`config.mk`:
```
export PLATFORM = sky130hd
export DESIGN_NAME = prco_fetch_unit
export DESIGN_NICKNAME = d
export VERILOG_FILES = /design/src/rtl/prco_fetch_unit_pkg.sv /design/src/rtl/prco_fetch_fifo.sv /design/src/rtl/prco_fetch_unit.sv
export SDC_FILE = /design/constraint.sdc
export NUM_CORES = 1
export LEC_CHECK = 0
export ABC_AREA = 0
export BUFFER_PORTS_ARGS = -buffer_cell sky130_fd_sc_hd__clkbuf_2
export CAP_MARGIN = 5
export CORE_ASPECT_RATIO = 0.7
export CORE_MARGIN = 2
export CORE_UTILIZATION = 32
export CTS_CLUSTER_SIZE = 16
export DETAILED_ROUTE_END_ITERATION = 8
export GPL_ROUTABILITY_DRIVEN = 0
export PLACE_DENSITY_LB_ADDON = 0.25
export SETUP_SLACK_MARGIN = 0.05
export SLEW_MARGIN = 25
export SYNTH_ARGS = -nofsm -noshare
export SYNTH_HDL_FRONTEND = slang
export SYNTH_SLANG_ARGS = --single-unit
```
`constraint.sdc`:
```
create_clock -name i_clk -period 1.98 [get_ports i_clk]
set_input_delay 0 -clock i_clk [delete_from_list [all_inputs] [get_ports i_clk]]
set_output_delay 0 -clock i_clk [all_outputs]
set_load 0.01 [all_outputs]
```
`src/rtl/prco_fetch_unit_pkg.sv`:
```
// Shared constants for the prco fetch front end: default widths, reset PC and
// the encodings of the single-bit inflight and drop state flags.
package prco_fetch_unit_pkg;

  localparam int unsigned ADDR_W_DEF   = 16;
  localparam int unsigned INSTR_W_DEF  = 16;
  localparam int unsigned RESET_PC_DEF = 0;

  // Inflight: a read was accepted on the previous edge, its data is on the bus now.
  localparam logic INFLIGHT_NONE    = 1'b0;
  localparam logic INFLIGHT_PENDING = 1'b1;

  // Drop: the response of the current in-flight read belongs to a flushed stream.
  localparam logic DROP_KEEP    = 1'b0;
  localparam logic DROP_DISCARD = 1'b1;

endpackage

```
`src/rtl/prco_fetch_fifo.sv`:
```
// Prefetch queue: DEPTH-entry register FIFO with first-word fall-through.
// Flush has priority over push and pop; the head reads as zero when empty.
module prco_fetch_fifo #(
  parameter int unsigned WIDTH = 32,
  parameter int unsigned DEPTH = 4
) (
  input  logic                           clk,
  input  logic                           rst_n,
  input  logic                           push,
  input  logic                           pop,
  input  logic                           flush,
  input  logic [WIDTH-1:0]               wdata,
  output logic [WIDTH-1:0]               rdata,
  output logic                           valid,
  output logic [$clog2(DEPTH+1)-1:0]     count,
  output logic                           full
);

  localparam int unsigned PtrW = (DEPTH > 1) ? $clog2(DEPTH) : 1;
  localparam int unsigned CntW = $clog2(DEPTH+1);

  logic [WIDTH-1:0] mem [DEPTH];
  logic [PtrW-1:0]  rd_ptr_q, rd_ptr_d;
  logic [PtrW-1:0]  wr_ptr_q, wr_ptr_d;
  logic [CntW-1:0]  cnt_q, cnt_d;
  logic             do_push, do_pop;

  function automatic logic [PtrW-1:0] ptr_inc(input logic [PtrW-1:0] p);
    return (p == PtrW'(DEPTH - 1)) ? '0 : p + PtrW'(1);
  endfunction

  // Qualified push/pop and next pointer/count state.
  always_comb begin
    do_push  = push & ~flush;
    do_pop   = pop & ~flush & (cnt_q != '0);
    rd_ptr_d = rd_ptr_q;
    wr_ptr_d = wr_ptr_q;
    cnt_d    = cnt_q;
    if (flush) begin
      rd_ptr_d = '0;
      wr_ptr_d = '0;
      cnt_d    = '0;
    end else begin
      if (do_push) wr_ptr_d = ptr_inc(wr_ptr_q);
      if (do_pop)  rd_ptr_d = ptr_inc(rd_ptr_q);
      unique case ({do_push, do_pop})
        2'b10:   cnt_d = cnt_q + CntW'(1);
        2'b01:   cnt_d = cnt_q - CntW'(1);
        default: cnt_d = cnt_q;
      endcase
    end
  end

  // Pointer and occupancy registers.
  always_ff @(posedge clk or negedge rst_n) begin
    if (!rst_n) begin
      rd_ptr_q <= '0;
      wr_ptr_q <= '0;
      cnt_q    <= '0;
    end else begin
      rd_ptr_q <= rd_ptr_d;
      wr_ptr_q <= wr_ptr_d;
      cnt_q    <= cnt_d;
    end
  end

  // Storage; contents are don't-care while not counted, so no reset needed.
  always_ff @(posedge clk) begin
    if (do_push) mem[wr_ptr_q] <= wdata;
  end

  // Head and status outputs.
  always_comb begin
    valid = (cnt_q != '0);
    full  = (cnt_q == CntW'(DEPTH));
    count = cnt_q;
    rdata = valid ? mem[rd_ptr_q] : '0;
  end

endmodule

```
`src/rtl/prco_fetch_unit.sv`:
```
// Instruction fetch front end: owns the fetch PC, issues reads to the shared
// memory port, buffers returned words with their addresses and redirects on branch.
module prco_fetch_unit
  import prco_fetch_unit_pkg::*;
#(
  parameter int unsigned ADDR_W   = ADDR_W_DEF,
  parameter int unsigned INSTR_W  = INSTR_W_DEF,
  parameter int unsigned DEPTH    = 4,
  parameter int unsigned RESET_PC = RESET_PC_DEF
) (
  input  logic                       i_clk,
  input  logic                       i_reset_n,
  input  logic                       i_en,
  output logic                       q_mem_req,
  output logic [ADDR_W-1:0]          q_mem_addr,
  input  logic                       i_mem_gnt,
  input  logic [INSTR_W-1:0]         i_mem_data,
  output logic                       q_valid,
  output logic [INSTR_W-1:0]         q_instr,
  output logic [ADDR_W-1:0]          q_pc,
  input  logic                       i_ready,
  input  logic                       i_branch,
  input  logic [ADDR_W-1:0]          i_branch_target,
  output logic [$clog2(DEPTH+1)-1:0] q_count,
  output logic                       q_full
);

  localparam int unsigned CntW = $clog2(DEPTH+1);
  localparam int unsigned SumW = CntW + 1;
  localparam int unsigned EntW = ADDR_W + INSTR_W;

  logic [ADDR_W-1:0] fetch_pc_q, fetch_pc_d;
  logic [ADDR_W-1:0] pending_pc_q;
  logic              inflight_q, inflight_d;
  logic              drop_q, drop_d;
  logic              accept, push, pop;
  logic [SumW-1:0]   occupancy;
  logic [EntW-1:0]   head;

  // Request and handshake decode. The space check counts the in-flight read
  // but not a same-cycle pop, so a push can never land in a full queue.
  always_comb begin
    occupancy  = SumW'(q_count) + SumW'(inflight_q);
    q_mem_req  = i_reset_n & i_en & ~i_branch & (occupancy < SumW'(DEPTH));
    q_mem_addr = fetch_pc_q;
    accept     = q_mem_req & i_mem_gnt;
    push       = (inflight_q == INFLIGHT_PENDING) & (drop_q == DROP_KEEP);
    pop        = q_valid & i_ready;
  end

  // Next fetch PC, inflight and drop; a branch overrides everything.
  always_comb begin
    fetch_pc_d = fetch_pc_q;
    if (i_branch)    fetch_pc_d = i_branch_target;
    else if (accept) fetch_pc_d = fetch_pc_q + ADDR_W'(1);
    inflight_d = accept ? INFLIGHT_PENDING : INFLIGHT_NONE;
    drop_d     = (i_branch & accept) ? DROP_DISCARD : DROP_KEEP;
  end

  // PC, request tracking and pending-address registers.
  always_ff @(posedge i_clk or negedge i_reset_n) begin
    if (!i_reset_n) begin
      fetch_pc_q   <= ADDR_W'(RESET_PC);
      pending_pc_q <= '0;
      inflight_q   <= INFLIGHT_NONE;
      drop_q       <= DROP_KEEP;
    end else begin
      fetch_pc_q <= fetch_pc_d;
      inflight_q <= inflight_d;
      drop_q     <= drop_d;
      if (accept) pending_pc_q <= fetch_pc_q;
    end
  end

  prco_fetch_fifo #(
    .WIDTH (EntW),
    .DEPTH (DEPTH)
  ) u_fifo (
    .clk   (i_clk),
    .rst_n (i_reset_n),
    .push  (push),
    .pop   (pop),
    .flush (i_branch),
    .wdata ({pending_pc_q, i_mem_data}),
    .rdata (head),
    .valid (q_valid),
    .count (q_count),
    .full  (q_full)
  );

  // Split the queue head into address and instruction.
  always_comb begin
    q_pc    = head[EntW-1:INSTR_W];
    q_instr = head[INSTR_W-1:0];
  end

endmodule

```
==> results.yml <==
floorplan:
  rows: 45
  start_util_pct: 32.3
  num_io_pins: 92
  die-width_um: 180
  core_sq_um: 21500
  dieHeight_um: 127
  dieArea_sq_um: 22900
routing:
  vias_per_cell: 4.80
  dr.pass1.iters: 4
  wl_per_cell_um: 18.4
  num_vias: 4083
  antenna_left: 0
  drtIter0Drc: 266
  drt-total-wl_um: 15700
  drt_drc_violations_left: 0
cts:
  cts_tree: "done"
  cts.htree.levels: 4
  clkSinkCount: 169
  clock_latency_ps: 430
  clk_pin_slew_worst_paths_ps: 60
  cts_buffer_depth: 2
  cts-root-buf: "clkbuf_16"
  cts_buffers: 17
power:
  finalPower_mw: 9.03
  leakagePower_nw: 3.24
  ir_drop_mv: 0.380
  power.density_nw_per_um2: 1020
synthesis:
  synthMostInstantiatedCell: "edfxtp_1"
  syn_nets: 444
  avgSynthCellArea_sq_um: 17.4
  yosysTopAreaCell: "edfxtp_1"
  syn-cell-area_sq_um: 6940
  syn_inst: 399
  synth_flop_cell: "edfxtp_1"
  synth_seq_area_share_pct: 70.2
  synth-edff-count: 128
  async_reset_ff_share_pct: 24.3
  ys_seq_elements: 169
  synth_area_leaders: "edfxtp_1, dfrtp_1, mux4_2, nor2b_1, mux2_2"
  synthTopCellsByCount: "edfxtp_1, dfrtp_1, nor2b_1"
  synth_top_area_share_pct: 55.4
  yosysWarnings: 0
  synth_cell_type_count: 41
critical_path:
  required_ps: 1980
  path_max_fanout: 9
  worstSetupPathType: "reg2out"
  critPathArrivalTime_ps: 1910
  timing.rr.start: "u_fifo.count[0]"
  crit_path_end_kind: "output port"
  slowest_stage: "mux4_2"
  path_buf_inv: 2
  slowest_delay_ps: 490
  crit_start: "u_fifo.rd_ptr_q[0]"
  cp_cell_sequence: "clkbuf_16 > mux4_2 > nor2b_1 > clkbuf_2"
  rrSetupSlack_ps: 160
  cp-start-kind: "register"
  crit_family: "multiplexers"
sta:
  tns_ps: 0
  period_needed_ps: 1910
  grt_setup_unrepaired: "yes"
  setup_viol: 0
  drv_slew: 0
  timing.final.ws_setup_ps: 68.6
  whs_ps: 43.1
  hold_viol: 0
  fin_skew_ps: 6.91
  fmax_mhz: 523
  post-route-period-util_pct: 96.5
finish:
  area_growth_pct: 28.0
  drive_above_1_share_pct: 38.7
  nFillCells: 1967
  postLayoutCoreUtil_pct: 41.3
  antenna_cells: 0
  nets: 600
min_path:
  hp-class: "in2reg"
  hp-start: "i_mem_gnt"
place:
  dpl_worst_slack_ps: 107
  hpwlAfterDp_um: 10000
  io_buffers: 91
global_routing:
  grt_pass1_vias: 4258
  grt_pass1_wl_um: 24100
  antenna_found_initial: 0
  gr-usage-all-layers_pct: 14.1
  grt_overflow: 0
  grt_max_degree: 25
status:
  outcome: "complete, no violations"
flow_run:
  cap_violations: 0
-- path summary, 6_finish.rpt --
kind	to	cells after the start
max in group asynchronous	q_mem_addr[0]	3
setup / recovery	q_instr[2]	4
hold reg to reg	u_fifo.mem[0][24]	0
hold / removal	q_mem_addr[3]	4
min in group asynchronous	u_fifo.count[1]	3
setup reg to reg	u_fifo.count[2]	6
-- power by group --
| part | switching, mW | internal (mW) |
|---|---|---|
| Clock | 1.41 | 1.63 |
| Sequential | 0.272 | 4.11 |
| Combinational | 0.809 | 0.809 |
-- layout make-up --
cell class                 instances  area, sq um  share of cell area, %
sequential                       169         4870                   54.9
multi-input combinational        205         1970                   22.2
timing repair buffer             156         1120                   12.6
clock buffer                      17          425                   4.79
tap                              282          353                   3.97
clock inverter                    15          118                   1.32
inverter                           6         22.5                  0.253
-- tightest hold or removal path, stage by stage --
cell and delay [ps]:
clkbuf_2 130, nand4_1 100, xor2_1 70, o21ai_0 140
-- sequential cells by signal (all words and copies together), names as in the netlist --
signal / flops
drop_q: 1
pending_pc_q: 16
u_fifo.wr_ptr_q: 2
inflight_q: 1
u_fifo.mem: 128
u_fifo.rd_ptr_q: 2
u_fifo.count: 3
q_mem_addr: 16
-- layout by cell type (no fill, tap or decap), types with 17 or more instances in the layout --
master / n
mux4_2: 32
nor2b_1: 31
mux2_2: 17
clkbuf_2: 72
dfrtp_1: 38
buf_4: 23
clkbuf_16: 18
edfxtp_1: 128
nor2_1: 19
buf_2: 19
dlygate4sd3_1: 34
-- routing by layer --
metal  vias up  global-route usage, %  part of all wire (%)
li1       1878                      -                     -
met1      2079                   19.7                    49
met2       109                   21.7                    45
met3        17                   3.68                   4.2
met4         0                   4.46                   1.2
met5         -                      0                     0
-- cells by family after synthesis --
logic type / after synthesis / synth area share (%)
buffers and inverters: 25 / 2.00
adder cells (fa/ha/maj): 7 / 1.37
multiplexers: 53 / 13.7
AO/OA/AOI/OAI: 30 / 2.78
AND/OR/NAND/NOR: 109 / 9.28
flip-flops: 169 / 70.2
other: 1 / 0.0540
XOR/XNOR: 5 / 0.631
-- stage by stage --
stage	area, sq um	cells
finish	8880	850
global route	8880	850
CTS	8820	847
detailed placement	7900	780
global placement	7900	780
floorplan	6950	399
-- repair_timing --
item,in CTS,in global routing
cloned,1,1
setup endpoints to repair,32,46
endpoints found under the hold margin,127,0
buffers inserted,0,2
resized for setup,5,26
hold buffers,34,0
(Power assumes the default switching activity.)
